File: src/rtl/day20_rsp_buffer.sv
// day20_rsp_buffer: captures read responses from the day20 memory block into a small FIFO
// and re-issues them on a valid/ready stream. Snoops the read strobe to track outstanding
// reads and produces a read-allow credit so the FIFO can always absorb every answer.
//
// Ports:
//   clk, reset     single rising-edge clock, synchronous active-high reset
//   read_req_i     copy of the read strobe driven into day20 (one read per high cycle)
//   rd_valid_i     response strobe from day20, rd_data_i carries the response data
//   rd_allow_o     another read may be issued without risk of overflow
//   out_valid_o    head of FIFO valid, out_data_o is the head data, out_ready_i accepts it
//   level_o        entries currently stored
//   outst_o        reads issued but not yet answered
//   overflow_o     sticky: a response was dropped because the FIFO was full
//   unsol_o        sticky: a response arrived while nothing was outstanding
module day20_rsp_buffer #(
    parameter int unsigned DATA_W = 32,
    parameter int unsigned DEPTH  = 4,
    parameter int unsigned CNT_W  = $clog2(DEPTH) + 1
) (
    input  logic              clk,
    input  logic              reset,
    input  logic              read_req_i,
    input  logic              rd_valid_i,
    input  logic [DATA_W-1:0] rd_data_i,
    output logic              rd_allow_o,
    output logic              out_valid_o,
    output logic [DATA_W-1:0] out_data_o,
    input  logic              out_ready_i,
    output logic [CNT_W-1:0]  level_o,
    output logic [CNT_W-1:0]  outst_o,
    output logic              overflow_o,
    output logic              unsol_o
);

    localparam int unsigned PTR_W = $clog2(DEPTH);
    localparam logic [PTR_W-1:0] PtrOne   = PTR_W'(1);
    localparam logic [CNT_W-1:0] CntOne   = CNT_W'(1);
    localparam logic [CNT_W-1:0] DepthCnt = CNT_W'(DEPTH);
    localparam logic [CNT_W-1:0] OutstMax = '1;

    logic [DATA_W-1:0] mem_q [DEPTH];
    logic [PTR_W-1:0]  wr_ptr_q, wr_ptr_d;
    logic [PTR_W-1:0]  rd_ptr_q, rd_ptr_d;
    logic [CNT_W-1:0]  level_q, level_d;
    logic [CNT_W-1:0]  outst_q, outst_d;
    logic [DATA_W-1:0] head_q, head_d;
    logic              overflow_q, overflow_d;
    logic              unsol_q, unsol_d;

    logic push, pop, push_ok, outst_inc, outst_dec;
    logic [CNT_W:0] credit_sum;

    assign pop     = (level_q != '0) && out_ready_i;
    assign push    = rd_valid_i;
    // When full, a push is only safe if the head leaves in the same cycle.
    assign push_ok = push && ((level_q != DepthCnt) || pop);

    assign outst_inc = read_req_i && (outst_q != OutstMax);
    assign outst_dec = rd_valid_i && (outst_q != '0);

    always_comb begin
        wr_ptr_d   = wr_ptr_q;
        rd_ptr_d   = rd_ptr_q;
        level_d    = level_q;
        outst_d    = outst_q;
        head_d     = head_q;
        overflow_d = overflow_q;
        unsol_d    = unsol_q;

        if (push_ok) begin
            wr_ptr_d = wr_ptr_q + PtrOne;
        end
        if (pop) begin
            rd_ptr_d = rd_ptr_q + PtrOne;
        end
        if (push_ok && !pop) begin
            level_d = level_q + CntOne;
        end else if (pop && !push_ok) begin
            level_d = level_q - CntOne;
        end

        // Registered head copy: the new head is either the incoming word (when the FIFO
        // is or becomes empty behind it) or the next stored entry. Holds when empty.
        if (level_q == '0) begin
            if (push_ok) begin
                head_d = rd_data_i;
            end
        end else if (pop) begin
            if (level_q == CntOne) begin
                if (push_ok) begin
                    head_d = rd_data_i;
                end
            end else begin
                head_d = mem_q[rd_ptr_q + PtrOne];
            end
        end

        if (outst_inc && !outst_dec) begin
            outst_d = outst_q + CntOne;
        end else if (outst_dec && !read_req_i) begin
            outst_d = outst_q - CntOne;
        end

        if (push && !push_ok) begin
            overflow_d = 1'b1;
        end
        if (rd_valid_i && (outst_q == '0)) begin
            unsol_d = 1'b1;
        end
    end

    always_ff @(posedge clk) begin
        if (reset) begin
            wr_ptr_q   <= '0;
            rd_ptr_q   <= '0;
            level_q    <= '0;
            outst_q    <= '0;
            head_q     <= '0;
            overflow_q <= 1'b0;
            unsol_q    <= 1'b0;
        end else begin
            wr_ptr_q   <= wr_ptr_d;
            rd_ptr_q   <= rd_ptr_d;
            level_q    <= level_d;
            outst_q    <= outst_d;
            head_q     <= head_d;
            overflow_q <= overflow_d;
            unsol_q    <= unsol_d;
        end
    end

    // Storage needs no reset; level/pointers define which entries are meaningful.
    always_ff @(posedge clk) begin
        if (!reset && push_ok) begin
            mem_q[wr_ptr_q] <= rd_data_i;
        end
    end

    assign credit_sum  = {1'b0, level_q} + {1'b0, outst_q};
    assign rd_allow_o  = credit_sum < (CNT_W + 1)'(DEPTH);
    assign out_valid_o = (level_q != '0);
    assign out_data_o  = head_q;
    assign level_o     = level_q;
    assign outst_o     = outst_q;
    assign overflow_o  = overflow_q;
    assign unsol_o     = unsol_q;

endmodule

File: config.mk
export PLATFORM = sky130hd
export DESIGN_NAME = day20_rsp_buffer
export DESIGN_NICKNAME = d
export VERILOG_FILES = /design/src/rtl/day20_rsp_buffer.sv
export SDC_FILE = /design/constraint.sdc
export NUM_CORES = 1
export LEC_CHECK = 0
export ABC_AREA = 1
export CORE_ASPECT_RATIO = 0.8
export CORE_MARGIN = 4
export CORE_UTILIZATION = 30
export DETAILED_ROUTE_END_ITERATION = 16
export HOLD_SLACK_MARGIN = 0.02
export SLEW_MARGIN = 0
export SYNTH_ARGS = -nofsm -noshare
export SYNTH_HDL_FRONTEND = slang
export SYNTH_SLANG_ARGS = --single-unit
export TNS_END_PERCENT = 20
File: constraint.sdc
create_clock -name clk -period 4.5 [get_ports clk]
set_input_delay 1.35 -clock clk [delete_from_list [all_inputs] [get_ports clk]]
set_output_delay 1.35 -clock clk [all_outputs]
set_load 0.02 [all_outputs]
After elaboration in Yosys (flattened, before gate mapping)
Memories as Yosys holds them, arrays and structs flattened.
Index checks and enable logic that the tools add are counted.

cells by class
  bitwise logic cells = 0
  shift-type cells = 0
  multiply operators = 0
  $lt $le $gt $ge = 1
  equality and inequality tests = 3
  multiplexer cells = 10
  add/sub/neg operators = 7
  divide/modulo/power cells = 0
  reductions and logical operators = 24

operators by type and width
  operator               number
  $mux W32               4
  $mux W3                4
  $logic_and A1 B1 Y1    11
  $add A3 B1 Y3 const B  2
  $logic_not A3 Y1       2
  $ne A3 B3 Y1 const B   2
  $reduce_bool A2 Y1     3
  $reduce_bool A3 Y1     2
  $sub A3 B1 Y3 const B  2
  $logic_not A1 Y1       5
  $add A2 B1 Y2 const B  2
  $add A3 B3 Y4          1
  $lt A4 B3 Y1 const B   1
  $eq A3 B1 Y1 const B   1
  $mux W1                2
  $logic_or A1 B1 Y1     1

word-level totals
  memory bits (writable) = 128
  bits of input ports = 37
  output and inout bits = 42
  bits in registers = 44
  bits in latches = 0
  ROM bits = 0
  memories kept = 1

memories
  name   depth  width  read ports  clocked after memory_dff  write ports  RTL line  text
  mem_q  4      32     1           0                         1            41        logic [DATA_W-1:0] mem_q [DEPTH];

Depth between registers and ports, before layout
  depth after elaboration = 8
  gate-level depth with buffers = 12
  depth with buffers taken out = 11

Worst setup path after synthesis
No wires, ideal clock.

  path kind = input -> register
  start point = input out_ready_i
  end point = memory mem_q[0][0], enable pin
  path buffers = 1
  cell stages on the path = 7
  data required time = 4079 ps
  setup time = 421 ps
  arrival = 3293 ps
  slack = 786 ps
  path through = inv_1 > nand3_2 > nand2_4 > buf_4 > inv_1 > nand2_1 > nor2_1

between the ends
  cells in the longest elaborated chain, start to end = 6

RTL lines
  element                        RTL line  text
  start: declaration             28        input logic out_ready_i,
  $logic_and A1 B1 Y1            53        assign pop = (level_q != '0) && out_ready_i;
  $logic_or A1 B1 Y1             56        assign push_ok = push && ((level_q != DepthCnt) || pop);
  $logic_and A1 B1 Y1            56
  $logic_and A1 B1 Y1            134       if (!reset && push_ok) begin
  $mux W1                        134
  $mux W1 (not written as such)  135       mem_q[wr_ptr_q] <= rd_data_i;
  end: declaration               41

No other way between the ends.

Final worst setup path
  start point = register outst_q[1] (netlist: outst_o[1])
  end point = output rd_allow_o

between the ends
  cells in the longest elaborated chain, start to end = 2

RTL lines
  element                   RTL line  text
  start: declaration        45        logic [CNT_W-1:0] outst_q, outst_d;
  start signal: assignment  125       outst_q <= outst_d;
  $add A3 B3 Y4             139       assign credit_sum = {1'b0, level_q} + {1'b0, outst_q};
  $lt A4 B3 Y1              140       assign rd_allow_o = credit_sum < (CNT_W + 1)'(DEPTH);
  end: declaration          25        output logic rd_allow_o,

No other way between the ends.

==> impl_metrics.ini <==
[global_routing]
grt_max_degree = 66
antenna_found_initial = 0
grt_use_total_pct = 13.52
grt_pass1_wl_um = 31520
grt_pass1_vias = 5829
overflow = 0

[synth]
synth_top_area_cell = edfxtp_1
yosys_warnings = 0
synth_fp_nets = 1004
yosys.area.top_type_share_pct = 47.26
yosys_most_used_dff = edfxtp_1
ys_top_cells_by_count = nand2_1, inv_1, edfxtp_1, nand3_1, dfxtp_1
synth_edf_count = 128
syn-cell-area_um2 = 8133
synth_area_leaders = edfxtp_1, nand2_1, dfxtp_1
synthCells = 955
yosysMostFrequentCell = nand2_1
avgSynthCellArea_um2 = 8.516
synthArstFlopShare_pct = 0
yosysSeqAreaShare_pct = 58.09
synth_cell_type_count = 25
synth_seq_cells = 172

[timing]
post-route-min-period_ns = 3.437
fin_ws_ns = 1.063
min_period_over_period_pct = 76.39
finalSetupViolCount = 0
report.final.slew_viol_count = 0
fin_worst_skew_ns = 0.01049
worst-slew-pin-transition_ns = 0.8091
maxSlewHeadroom_pct = 45.87
setup-tns-final_ns = 0
fmax_mhz = 290.9
hold_slack_ns = 0.4684
final-hold-violation-count = 0
rsz0062_at_grt = false

[worst_setup_path]
cp_slowest_cell = clkdlybuf4s50_1
worst-path-stages = 5
cp-startpoint = outst_o[1]
required_ns = 3.15
rrSetupSlack_ns = 1.93
critPathBufInv = 1
r2r-start = level_o[0]
r2r_end = out_data_o[26]
cp_max_fo = 5
crit_chain = ha_1, nand2_1, nor2_1, nor4_1, clkdlybuf4s50_1
crit_arrival_ns = 2.09
critical_path.startpoint_type = flop
crit_family = buffers and inverters
max_stage_delay_ns = 0.66
rr_worst_depth = 10
crit_end = rd_allow_o
critPathKind = reg2out
endpoint_kind = output port

[clock_tree]
cts_resized = 0
htree_levels = 4
cts-hold-fix-buffers = 0
clkTransAtPathRegs_ns = 0.06
clock_path_buffers = 2
postCtsSetupBuffers = 0
clk_latency_ns = 0.43
cts_root_buffer = clkbuf_16
cts_buffers = 17
cts_tree = built
clock-sinks = 172

[floorplanning]
start_util_pct = 30.74
fp.dieW_um = 192.1
die_y_um = 155.3
ios = 79
core_area_um2 = 26460
dieArea_um2 = 29820
rows = 53

[finish]
postLayoutCellArea_um2 = 9872
n_antenna_cell = 0
drive_above_1_share_pct = 5.706
post-route-util_pct = 37.31
finalNetCount = 1070
finalNonFillerCells = 1391
syn_to_final_growth_pct = 21.38

[hold_path]
hp-class = reg2reg
hold_start = overflow_o
holdPathStages = 1

[flow_run]
maxCapViolCount = 0

[outcome]
status = finished clean

[routing]
wl_per_cell_um = 14.43
drt-total-wl_um = 20080
num_vias = 6111
drc_errors = 0
first_iter_violations = 444
first_pass_iters = 4
ant_nets = 0
routed_via_density = 4.393

[power_and_ir_drop]
ir_worst_vdd_mv = 0.2592
p_leak_nw = 4.574
p_per_area_nw_per_um2 = 579.1
totalPowerFinal_mw = 5.717

[place]
dp_worst_setup_slack_ns = 1.024
dp.cells = 1359
dpl.hpwl_um = 12010
place_congestion = 0.7021
place_area_um2 = 9265
numPortBuffers = 78
## kinds of logic after synthesis
| kind of cell | after synthesis | synth area share [%] |
|---|---|---|
| xor gates and xnor gates | 1 | 0.1077 |
| AOI/OAI and AO/OA | 52 | 3.308 |
| and+or+nand+nor | 520 | 25.92 |
| DFF | 172 | 58.09 |
| adders and majority gates | 12 | 1.938 |
| buffers and inverters | 198 | 10.63 |
## layer usage
metal | up-vias | wire length [um] | global-route usage, %
met5 | - | 0 | 0
met4 | 0 | 205 | 3.836
met3 | 19 | 766 | 2.333
met2 | 113 | 9637 | 23.04
met1 | 2856 | 9469 | 17.78
li1 | 3123 | - | -
## worst reg2reg max path: cells and delay by family (launching register included)
family | cells | cell delay (ns)
buf+inv | 5 | 1.34
fa+ha+maj | 1 | 0.29
simple gates | 3 | 0.29
flops | 1 | 0.38
compound gates | 1 | 0.16
## area by class of cell
type	instances	area, um^2
fill	2606	16590
sequential	172	4726
multi-input combinational	585	2581
timing repair buffer	93	938.4
inverter	152	573.1
tap	357	446.7
clock buffer	18	439.2
clock inverter	14	167.7
## state kept, by name, summed over array words and instances, names as in the netlist
register / count
rd_ptr_q: 2
unsol_o: 1
outst_o: 3
level_o: 3
mem_q: 128
out_data_o: 32
overflow_o: 1
wr_ptr_q: 2
## cells in the final DEF (no fill, tap or decap)
cell type,n
a21oi_1,10
buf_12,4
buf_2,1
buf_4,11
bufinv_16,3
clkbuf_16,17
clkbuf_8,1
clkdlybuf4s50_1,77
clkinv_1,2
clkinv_2,2
clkinv_4,1
clkinvlp_4,3
dfxtp_1,43
dfxtp_2,1
edfxtp_1,128
fa_1,1
ha_1,11
inv_1,151
inv_4,1
inv_6,2
inv_8,1
nand2_1,395
nand2_2,4
nand2_4,1
nand3_1,102
nand3_2,1
nand4_1,1
nor2_1,11
nor2_4,4
nor4_1,1
o21a_1,2
o21ai_0,36
o21ai_1,3
o21ai_4,1
xnor2_1,1
## power breakdown
part / switching (mW) / internal, mW / leakage [nW]
clock network: 0.627 / 0.890 / 0.290
registers: 0.133 / 1.90 / 1.53
logic: 1.40 / 0.772 / 2.76
total: 2.16 / 3.56 / 4.57
## how the worst min path moves through the flow
| stage | endpoint | slack (ns) |
|---|---|---|
| 2_1_floorplan | wr_ptr_q[1] | 0.49 |
| 3_3_place_gp | overflow_o | 0.45 |
| 3_5_place_dp | overflow_o | 0.46 |
| 4_1_cts | overflow_o | 0.47 |
| 5_1_grt | unsol_o | 0.49 |
| 6_report | overflow_o | 0.47 |
No activity file was read; power rests on OpenSTA's default activity.
